### config.mk
export PLATFORM = sky130hd
export DESIGN_NAME = freq_meter_scheduler
export DESIGN_NICKNAME = d
export VERILOG_FILES = /design/src/rtl/freq_meter_pkg.sv /design/src/rtl/freq_gate_counter.sv /design/src/rtl/freq_meter_scheduler.sv
export SDC_FILE = /design/constraint.sdc
export NUM_CORES = 1
export LEC_CHECK = 0
export ABC_AREA = 1
export CAP_MARGIN = 10
export CORE_UTILIZATION = 50
export DETAILED_ROUTE_END_ITERATION = 7
export GPL_TIMING_DRIVEN = 0
export PLACE_DENSITY = 0.69
export SLEW_MARGIN = 10
export SYNTH_ARGS = -nofsm -noshare
export SYNTH_HDL_FRONTEND = slang
export SYNTH_SLANG_ARGS = --single-unit
### constraint.sdc
create_clock -name clk -period 3 [get_ports clk]
set_clock_uncertainty 0.15 [all_clocks]
set_input_delay 0.45 -clock clk [delete_from_list [all_inputs] [get_ports clk]]
set_output_delay 0.45 -clock clk [all_outputs]
set_load 0.005 [all_outputs]
### src/rtl/freq_meter_pkg.sv
// Shared state type and constants for the multi-channel frequency meter.
// Used by freq_meter_scheduler and freq_gate_counter.
package freq_meter_pkg;

   typedef enum logic [1:0] {
      ST_IDLE   = 2'd0,
      ST_SETTLE = 2'd1,
      ST_GATE   = 2'd2,
      ST_LATCH  = 2'd3
   } fm_state_e;

   localparam int SETTLE_CYCLES   = 2;
   localparam int GATE_CYCLES_DEF = 50_000_000;
   localparam int SCALE_SHIFT_DEF = 1;

   // Widest edge count a gate can produce: one rising edge every two cycles.
   function automatic int cnt_width(input int gate_cycles);
      return $clog2(gate_cycles / 2 + 1);
   endfunction

endpackage

### src/rtl/freq_gate_counter.sv
// Rising-edge detector feeding a saturating clear/enable edge counter.
// Optional FREQ_SCHED_OVF_EN adds a sticky saturation flag (sat_o).
module freq_gate_counter #(
   parameter int CNT_W = 8
) (
   input  logic             clk,
   input  logic             reset,
   input  logic             sample_i,
   input  logic             en_i,
   input  logic             clr_i,
   output logic [CNT_W-1:0] count_o
`ifdef FREQ_SCHED_OVF_EN
   ,
   output logic             sat_o
`endif
);

   logic             prev_q;
   logic [CNT_W-1:0] count_q;
   logic             rise;
   logic             at_max;

   assign rise   = sample_i & ~prev_q;
   assign at_max = (count_q == '1);

   // History always follows the selected sample, so a level already present
   // when the gate opens never looks like a fresh edge.
   always_ff @(posedge clk) begin
      if (reset) begin
         prev_q  <= 1'b0;
         count_q <= '0;
      end else begin
         prev_q <= sample_i;
         if (clr_i) begin
            count_q <= '0;
         end else if (en_i && rise && !at_max) begin
            count_q <= count_q + 1'b1;
         end
      end
   end

   assign count_o = count_q;

`ifdef FREQ_SCHED_OVF_EN
   logic sat_q;

   always_ff @(posedge clk) begin
      if (reset) begin
         sat_q <= 1'b0;
      end else if (clr_i) begin
         sat_q <= 1'b0;
      end else if (en_i && rise && at_max) begin
         sat_q <= 1'b1;
      end
   end

   assign sat_o = sat_q;
`endif

endmodule

### src/rtl/freq_meter_scheduler.sv
// Time-multiplexed frequency meter: walks the masked channels through one gated edge counter.
// Optional FREQ_SCHED_OVF_EN adds the ovf output (count saturated during the reported gate).
//
// state  | meaning
// IDLE   | waiting for start/continuous with a non-zero channel mask
// SETTLE | 2 cycles after a channel switch; mux output settles, nothing counted
// GATE   | GATE_CYCLES cycles counting rising edges of the selected channel
// LATCH  | publish count << SCALE_SHIFT, pick next channel or end the sweep
module freq_meter_scheduler
   import freq_meter_pkg::*;
#(
   parameter  int NUM_CH      = 4,
   parameter  int GATE_CYCLES = GATE_CYCLES_DEF,
   parameter  int SCALE_SHIFT = SCALE_SHIFT_DEF,
   parameter  int CNT_W       = cnt_width(GATE_CYCLES),
   localparam int CH_W        = (NUM_CH > 1) ? $clog2(NUM_CH) : 1,
   localparam int FREQ_W      = CNT_W + SCALE_SHIFT
) (
   input  logic              clk,
   input  logic              reset,
   input  logic [NUM_CH-1:0] waveform,
   input  logic [NUM_CH-1:0] ch_mask,
   input  logic              start,
   input  logic              continuous,
   output logic              busy,
   output logic              result_valid,
   output logic [CH_W-1:0]   result_ch,
   output logic [FREQ_W-1:0] result_freq,
   output logic              sweep_done
`ifdef FREQ_SCHED_OVF_EN
   ,
   output logic              ovf
`endif
);

   localparam int               GATE_W      = (GATE_CYCLES > 1) ? $clog2(GATE_CYCLES) : 1;
   localparam logic [GATE_W-1:0] GATE_LOAD   = GATE_W'(GATE_CYCLES - 1);
   localparam logic [1:0]        SETTLE_LOAD = 2'(SETTLE_CYCLES - 1);

   fm_state_e         state_q;
   logic [NUM_CH-1:0] mask_q;
   logic [CH_W-1:0]   ch_q;
   logic [1:0]        settle_q;
   logic [GATE_W-1:0] gate_q;
   logic              busy_q;
   logic              result_valid_q;
   logic              sweep_done_q;
   logic [CH_W-1:0]   result_ch_q;
   logic [FREQ_W-1:0] result_freq_q;

   logic [NUM_CH-1:0] sync1_q;
   logic [NUM_CH-1:0] sync2_q;

   logic [CH_W-1:0]   first_ch_d;
   logic [CH_W-1:0]   next_ch_d;
   logic              has_next_d;
   logic              launch;

   logic              sel_sample;
   logic              cnt_en;
   logic              cnt_clr;
   logic [CNT_W-1:0]  count;

   always_ff @(posedge clk) begin
      if (reset) begin
         sync1_q <= '0;
         sync2_q <= '0;
      end else begin
         sync1_q <= waveform;
         sync2_q <= sync1_q;
      end
   end

   assign sel_sample = sync2_q[ch_q];

   // Lowest set bit of the live mask (sweep start) and of the held mask above ch_q.
   always_comb begin
      first_ch_d = '0;
      next_ch_d  = '0;
      has_next_d = 1'b0;
      for (int i = NUM_CH - 1; i >= 0; i--) begin
         if (ch_mask[i]) begin
            first_ch_d = CH_W'(i);
         end
         if (mask_q[i] && (CH_W'(i) > ch_q)) begin
            next_ch_d  = CH_W'(i);
            has_next_d = 1'b1;
         end
      end
   end

   assign launch = (ch_mask != '0);

   always_ff @(posedge clk) begin
      if (reset) begin
         state_q        <= ST_IDLE;
         mask_q         <= '0;
         ch_q           <= '0;
         settle_q       <= '0;
         gate_q         <= '0;
         busy_q         <= 1'b0;
         result_valid_q <= 1'b0;
         sweep_done_q   <= 1'b0;
         result_ch_q    <= '0;
         result_freq_q  <= '0;
      end else begin
         result_valid_q <= 1'b0;
         sweep_done_q   <= 1'b0;
         case (state_q)
            ST_IDLE: begin
               if ((start || continuous) && launch) begin
                  mask_q   <= ch_mask;
                  ch_q     <= first_ch_d;
                  settle_q <= SETTLE_LOAD;
                  busy_q   <= 1'b1;
                  state_q  <= ST_SETTLE;
               end
            end
            ST_SETTLE: begin
               if (settle_q == '0) begin
                  gate_q  <= GATE_LOAD;
                  state_q <= ST_GATE;
               end else begin
                  settle_q <= settle_q - 1'b1;
               end
            end
            ST_GATE: begin
               if (gate_q == '0) begin
                  state_q <= ST_LATCH;
               end else begin
                  gate_q <= gate_q - 1'b1;
               end
            end
            ST_LATCH: begin
               result_valid_q <= 1'b1;
               result_ch_q    <= ch_q;
               result_freq_q  <= FREQ_W'(count) << SCALE_SHIFT;
               settle_q       <= SETTLE_LOAD;
               if (has_next_d) begin
                  ch_q    <= next_ch_d;
                  state_q <= ST_SETTLE;
               end else begin
                  sweep_done_q <= 1'b1;
                  if (continuous && launch) begin
                     mask_q  <= ch_mask;
                     ch_q    <= first_ch_d;
                     state_q <= ST_SETTLE;
                  end else begin
                     busy_q  <= 1'b0;
                     state_q <= ST_IDLE;
                  end
               end
            end
            default: begin
               busy_q  <= 1'b0;
               state_q <= ST_IDLE;
            end
         endcase
      end
   end

   assign cnt_en  = (state_q == ST_GATE);
   assign cnt_clr = (state_q == ST_LATCH) || (state_q == ST_IDLE);

`ifdef FREQ_SCHED_OVF_EN
   logic sat;
   logic ovf_q;

   freq_gate_counter #(
      .CNT_W (CNT_W)
   ) u_cnt (
      .clk      (clk),
      .reset    (reset),
      .sample_i (sel_sample),
      .en_i     (cnt_en),
      .clr_i    (cnt_clr),
      .count_o  (count),
      .sat_o    (sat)
   );

   always_ff @(posedge clk) begin
      if (reset) begin
         ovf_q <= 1'b0;
      end else if (state_q == ST_LATCH) begin
         ovf_q <= sat;
      end
   end

   assign ovf = ovf_q;
`else
   freq_gate_counter #(
      .CNT_W (CNT_W)
   ) u_cnt (
      .clk      (clk),
      .reset    (reset),
      .sample_i (sel_sample),
      .en_i     (cnt_en),
      .clr_i    (cnt_clr),
      .count_o  (count)
   );
`endif

   assign busy         = busy_q;
   assign result_valid = result_valid_q;
   assign result_ch    = result_ch_q;
   assign result_freq  = result_freq_q;
   assign sweep_done   = sweep_done_q;

endmodule

==> results of run 1 <==
synthesized netlist by cell type (10+ instances only):
cell	count	area (um^2)
sky130_fd_sc_hd__dfxtp_1	99	1980
sky130_fd_sc_hd__nor2_1	109	409
sky130_fd_sc_hd__xor2_1	13	114
sky130_fd_sc_hd__o21ai_0	48	240
sky130_fd_sc_hd__clkbuf_1	18	67.6
sky130_fd_sc_hd__nand4_1	11	68.8
sky130_fd_sc_hd__nand2_1	224	841
sky130_fd_sc_hd__inv_1	77	289
sky130_fd_sc_hd__nand3_1	47	235
sky130_fd_sc_hd__nor3_1	10	50.1
sky130_fd_sc_hd__a21oi_1	70	350
power groups by stage:
stage | sequential (mW) | combinational (mW) | clock (mW)
after floorplan | 1.71 | 1.48 | 0
after global placement | 1.73 | 1.99 | 0
after CTS | 1.71 | 2.05 | 0.942
final | 1.71 | 2.06 | 0.916
after global routing | 1.74 | 2.34 | 0.993
after detailed placement | 1.74 | 2.04 | 0
state kept, by name (all words and copies together) (netlist names):
name and cells:
busy 1, ch_q 2, gate_q 26, mask_q 3, result_ch 2, result_freq 25
result_valid 1, settle_q 2, state_q 2, sweep_done 1, sync1_q 4, sync2_q 4
u_cnt.count_o 25, u_cnt.prev_q 1
cells by family (layout without fill, tap and decap cells):
family / Yosys count / after routing
and+or+nand+nor: 427 / 427
adders and majority gates: 7 / 7
AOI/OAI and AO/OA: 122 / 122
DFF: 99 / 99
buffers and inverters: 109 / 165
xor gates and xnor gates: 19 / 19
other: 1 / 1
worst max-delay path: cells and delay by family, from the launching register on:
family	cells	cell delay, ns
AND/OR/NAND/NOR	2	0.24
flip-flops	1	0.37
AO/OA/AOI/OAI	1	0.06
adder cells (fa/ha/maj)	1	0.22
buffers and inverters	3	1.04
metrics by stage:
stage	utilization	cells	setup slack [ns]
finish	0.601	973	0.800
global route	0.601	973	0.609
global placement	0.579	957	0.826
floorplan	-	784	1.23
CTS	0.601	973	0.808
detailed placement	0.579	957	0.820
layer usage:
metal  global-route usage  wire, um  vias up
met4                0.108       338        0
li1                     -         -     2581
met5                    0         0        -
met2                0.449      6230       96
met3               0.0659       496       29
met1                0.294      5600     2319
path summary, 6_finish.rpt:
path | to
hold / removal | sync2_q[1]
setup / recovery | gate_q[13]
setup reg to reg | gate_q[13]
hold reg to reg | sync2_q[1]
cell type report:
type / instances / area (um^2) / area share
inverter: 80 / 303 / 0.0511
clock inverter: 6 / 72.6 / 0.0122
multi-input combinational: 576 / 2690 / 0.454
buffer: 29 / 170 / 0.0287
tap: 133 / 166 / 0.0281
timing repair buffer: 40 / 400 / 0.0676
clock buffer: 10 / 138 / 0.0232
sequential: 99 / 1980 / 0.335
==> metrics, run 1 <==
result of the run complete, no violations; Post-synth EDFFs 0; commonest non-fill, non-tap cell in the layout sky130_fd_sc_hd__nand2_1; flop2flop setup slack approximately 0.8 ns; net count after synthesis 803; leading cell types in the layout, fill and taps excluded 224 x sky130_fd_sc_hd__nand2_1, 109 x sky130_fd_sc_hd__nor2_1, 99 x sky130_fd_sc_hd__dfxtp_1; Leakage Power around 2.4 nW; Die ar. 10700 um^2; dpl hpwl about 9500 um; final setup TNS 0 ns; post-synthesis sequential area ratio 0.385; share of the synthesized area in compound gates (AO/OA/AOI/OAI) 0.120; top-level I/O count 43; simple-gate portion of the synthesized area 0.353; net switching fraction of the power 0.419; via count 5025; TritonCTS clock tree built; synthesized area per cell between 6 and 7 um^2; combinational family with the most area after synthesis simple AND/OR/NAND/NOR gates; Core Area approximately 9900 um^2; final-report max-slew violation count 0; Clk pwr share 0.196; startpoint kind of the worst setup timing path flip-flop; Final Power approximately 4.7 mW; antenna fix cells 0; final RePlAce weighted congestion between 0.9 and 1; total number of placement rows 36; maximum clock path buffer count 2; cell count after synthesis between 700 and 800; worst hold path class flip-flop to flip-flop; data required time of the critical path 3.11 ns; total number of H-tree levels 3; library cell used as clock root buffer sky130_fd_sc_hd__clkbuf_8; fraction of power consumed by combinational cells 0.439; drt first-iter violations around 180; cell seen most often among critical-path stages sky130_fd_sc_hd__clkbuf_1; unrepaired setup endpoints after global routing no; count of input and output buffers 40; number of global-route vias before repair ~4700; multiplexer area fraction after synthesis 0; initial antenna violation count 0; flip-flop and latch count after synthesis slightly below 100; Starting Density 0.522; mapped cell area about 5100 um^2; Layout Area Growth over Synthesis 15.1%; count of unresolved DRC violations after routing 0; worst setup path startpoint state_q[0]; post-detailed-placement cell area ~5700 um^2; switching component of the power between 1.5 and 2 mW; Die Y-Extent between 100 and 150 um; headroom to the max-slew limit 0.641; Antenna Nets Post-Route 0; number of buffers added by the clock tree synthesis step 9; critical hold path startpoint sync1_q[1]; total count of hold-check failures in the final report 0; cell depth of the worst flop-to-flop path 7; Hold Path Depth 2; post-synthesis xor/xnor area fraction 0.0323; transition time of the tightest slew-check pin approximately 0.54 ns; post_cts resized 0; stage delay of the slowest cell on the critical path 0.47 ns; pin count of the biggest net entering global routing 18; number of nets in the layout between 800 and 900; ratio of final minimum period to clock period 0.733; clock-pin slew on the worst setup and hold paths roughly 0.090 ns; Total GRT Usage 0.255; # fillers slightly below 1000; detail-routed net length per standard cell about 13 um; first-pass GRT wire length 20900 um; cell internal power dissipation ~2.7 mW; clock latency on the worst-skew pair 0.39 ns; Pre-antenna DRT Iters 5; post-route standard cell area excluding fillers 5920 um^2; number of distinct library cell variants in the gate-level netlist after synthesis 33; highest attainable clock frequency 454 MHz; number of warning messages in the yosys log 0; Post-CTS Setup Inserts 0; Worst EP arrival 2.31 ns; Setup-failing EPs final 0; total global routing overflow 0; highest net fanout along the worst path 10; top flip-flop cell by instance count after synthesis sky130_fd_sc_hd__dfxtp_1; sort of element at the end of the critical path flip-flop; standard cell with the maximum stage delay on the critical path sky130_fd_sc_hd__clkbuf_1; via density per instance slightly above 5; Synth Area in Adders 0.0170; post-detailed-routing wire length 12700 um; part of the total power dissipated in sequential elements 0.365; IR drop worst, VDD ~0.0005 V; ordered cell list for the critical path inv_1, ha_1, clkbuf_1, clkbuf_1, nand3_1, nand2_1, a21oi_1; Horiz. Die Dim about 100 um; total of hold buffers inserted after clock tree synthesis 0; proportion of layout cells with a drive suffix above 1 0.0607; clock sink count 99; minimum hold slack 0.256 ns; fin crit period between 2 and 2.5 ns; type of the worst setup path flip-flop to flip-flop; max-cap check violation count 0; power per unit of standard cell area ~800 nW/um^2; startpoint of the lowest-slack register-to-register path state_q[0]; fraction of registers with async set/reset 0
No activity file was read; power rests on OpenSTA's default activity.
==> inputs of run 2 (changes only) <==
--- a/config.mk
+++ b/config.mk
@@ -10,7 +10,7 @@
 export CORE_UTILIZATION = 50
 export DETAILED_ROUTE_END_ITERATION = 7
 export GPL_TIMING_DRIVEN = 0
-export PLACE_DENSITY = 0.69
+export PLACE_DENSITY = 0.72
 export SLEW_MARGIN = 10
 export SYNTH_ARGS = -nofsm -noshare
 export SYNTH_HDL_FRONTEND = slang
==> constraint.sdc (replaced) <==
create_clock -name clk -period 1.8 [get_ports clk]
set_clock_uncertainty 0.15 [all_clocks]
set_input_delay 0.27 -clock clk [delete_from_list [all_inputs] [get_ports clk]]
set_output_delay 0.27 -clock clk [all_outputs]
set_load 0.005 [all_outputs]
==> run 2 against run 1 <==
Compared with the run above: the run now ends with negative setup slack left; via count is 4.9% higher; worst setup slack worse by 0.83 ns; flip-flop and latch count stayed put; first-iteration DRC count is 39% higher; highest routed layer unchanged; die area stayed put; final cell count is 3.2% higher.
==> metrics, run 2 (same netlist as run 1, synthesis figures left out) <==
sort of element at the end of the critical path flip-flop (unchanged); total number of placement rows 36 (unchanged); post-route standard cell area excluding fillers 6600 um^2 (was 5920 um^2); number of standard cells in the layout, taps in and fillers out 1004 (was 973); library cell used as clock root buffer sky130_fd_sc_hd__clkbuf_8 (unchanged); clock-pin slew on the worst setup and hold paths 0.10 ns (was 0.09 ns); max-cap check violation count 0 (unchanged); highest net fanout along the worst path 8 (was 10); commonest non-fill, non-tap cell in the layout sky130_fd_sc_hd__nand2_1 (unchanged); headroom to the max-slew limit 0.607 (was 0.641); final-report max-slew violation count 0 (unchanged); number of flip-flops in the largest register 26 (unchanged); Setup-failing EPs final 21 (was 0); Die ar. 10700 um^2 (unchanged); standard cell with the maximum stage delay on the critical path sky130_fd_sc_hd__dfxtp_2 (was sky130_fd_sc_hd__clkbuf_1); crit-path leading delay family simple AND/OR/NAND/NOR gates (was buffers and inverters); proportion of layout cells with a drive suffix above 1 0.212 (was 0.0607); clock sink count 99 (unchanged); power per unit of standard cell area 1400 nW/um^2 (was 791 nW/um^2); transition time of the tightest slew-check pin 0.590 ns (was 0.538 ns); Worst EP arrival 1.94 ns (was 2.31 ns); number of buffers added by the clock tree synthesis step 9 (unchanged); count of input and output buffers 40 (unchanged); count of unresolved DRC violations after routing 0 (unchanged); final RePlAce weighted congestion 0.903 (was 0.904); total placed cells including tap cells 957 (unchanged); Die Y-Extent 103 um (unchanged); post-detailed-placement cell area 5710 um^2 (unchanged); startpoint kind of the worst setup timing path flip-flop (unchanged); via count 5272 (was 5025); maximum clock path buffer count 2 (unchanged); dpl hpwl 9390 um (was 9510 um); post-detailed-routing wire length 13900 um (was 12700 um); Core Area 9860 um^2 (unchanged); Antenna Nets Post-Route 0 (unchanged); Horiz. Die Dim 103 um (unchanged); clock latency on the worst-skew pair 0.39 ns (about the same); detail-routed net length per standard cell 13.9 um (was 13.0 um); initial antenna violation count 0 (unchanged); highest attainable clock frequency 548 MHz (was 454 MHz); Layout Area Growth over Synthesis 28.2% (was 15.1%); first-pass GRT wire length 21300 um (was 20900 um); largest register by flop count gate_q (unchanged); cell seen most often among critical-path stages sky130_fd_sc_hd__nor2_4 (was sky130_fd_sc_hd__clkbuf_1); Final Power 9.21 mW (was 4.69 mW); ordered cell list for the critical path nor2_4, nand2_2, inv_1, nand2_1, nor2_4, nand3_4, nand2_4, nor2_4, buf_12, buf_12, nand2_4, a21oi_2 (was inv_1, ha_1, clkbuf_1, clkbuf_1, nand3_1, nand2_1, a21oi_1); top-level I/O count 43 (unchanged); violated checks negative setup slack; via density per instance 5.25 (was 5.16); fin worst setup slack -0.0261 ns (was 0.800 ns); TritonCTS clock tree built (unchanged); number of global-route vias before repair 4837 (was 4671); antenna fix cells 0 (unchanged); Buffers & Inverters on Critical Path 3 (unchanged); total count of hold-check failures in the final report 0 (unchanged); unrepaired setup endpoints after global routing yes (was no); fin crit period 1.83 ns (was 2.20 ns); total of hold buffers inserted after clock tree synthesis 0 (unchanged); Starting Density 0.522 (unchanged); stage delay of the slowest cell on the critical path 0.37 ns (was 0.47 ns); number of nets in the layout 885 (was 854); total global routing overflow 0 (unchanged); leading cell types in the layout, fill and taps excluded 206 x sky130_fd_sc_hd__nand2_1, 93 x sky130_fd_sc_hd__nor2_1, 66 x sky130_fd_sc_hd__inv_1 (was 224 x sky130_fd_sc_hd__nand2_1, 109 x sky130_fd_sc_hd__nor2_1, 99 x sky130_fd_sc_hd__dfxtp_1); result of the run finished with violations (was complete, no violations); drt first-iter violations 252 (was 181); pin count of the biggest net entering global routing 17 (was 18); Total GRT Usage 0.260 (was 0.255); Pre-antenna DRT Iters 5 (unchanged); worst hold path class primary input to flip-flop (was flip-flop to flip-flop); type of the worst setup path flip-flop to flip-flop (unchanged); # fillers 838 (was 968); Leakage Power 2.66 nW (was 2.38 nW); data required time of the critical path 1.91 ns (was 3.11 ns); ratio of final minimum period to clock period 1.01 (was 0.733); IR drop worst, VDD 0.000942 V (was 0.000487 V); total number of H-tree levels 3 (unchanged)
==> run 2: worst paths after layout <==
| check | from | endpoint | slack, ns | cells after the start |
|---|---|---|---|---|
| worst min register to register | sync1_q[3] | sync2_q[3] | 0.26 | 2 |
| worst min-delay path | reset | result_ch[1] | 0.14 | 2 |
| worst max-delay path | gate_q[9] | gate_q[25] | -0.03 | 12 |
| worst max register to register | gate_q[9] | gate_q[25] | -0.03 | 12 |
==> run 2: per-layer routing <==
metal	up-vias	track usage	routed length, um
met3	30	0.0699	524
met5	-	0	0
met1	2461	0.299	6030
met2	124	0.461	7120
met4	0	0.0943	262
li1	2657	-	-
==> run 2: where the power goes <==
| part | switching (mW) | internal, mW | leakage [nW] |
|---|---|---|---|
| clock | 0.812 | 0.963 | 0.126 |
| combinational | 2.61 | 1.88 | 1.71 |
| sequential | 0.346 | 2.60 | 0.824 |
| total | 3.77 | 5.44 | 2.66 |
==> run 2: area by class of cell <==
class                   count  area, um^2  area share
multi-input cells         576        2970       0.450
inverters                  80         310      0.0470
well taps                 133         166      0.0252
flip-flops and latches     99        2040       0.309
plain buffers              28         199      0.0301
repair buffers             72         661       0.100
clock inverters             6         113      0.0171
clock buffers              10         138      0.0209
==> run 2: timing repair <==
| item | CTS | global route |
|---|---|---|
| pin swaps | 4 | 20 |
| setup buffers | 12 | 18 |
| hold endpoints to repair | 0 | 0 |
| endpoints found under the setup margin | 71 | 55 |
| cloned | 0 | 2 |
| gates resized for setup | 31 | 120 |
==> run 2: stage by stage <==
step | setup WS (ns) | hold WS [ns] | setup TNS [ns] | util
5_1_grt | -0.132 | 0.190 | -2.59 | 0.669
3_5_place_dp | -0.401 | 0.248 | -15.56 | 0.579
4_1_cts | 0.000258 | 0.140 | 0 | 0.622
2_1_floorplan | 0.0345 | 0.227 | 0 | -
6_report | -0.0261 | 0.143 | -0.250 | 0.669
3_3_place_gp | -0.361 | 0.246 | -13.55 | 0.579
==> inputs of run 3 (changes only) <==
--- a/config.mk
+++ b/config.mk
@@ -10,6 +10,7 @@
 export CORE_UTILIZATION = 50
 export DETAILED_ROUTE_END_ITERATION = 7
 export GPL_TIMING_DRIVEN = 0
+export HOLD_SLACK_MARGIN = 0.08
 export PLACE_DENSITY = 0.72
 export SLEW_MARGIN = 10
 export SYNTH_ARGS = -nofsm -noshare
==> results of run 3 <==
No change in the layout: final DEF, timing and power equal those of run 2.
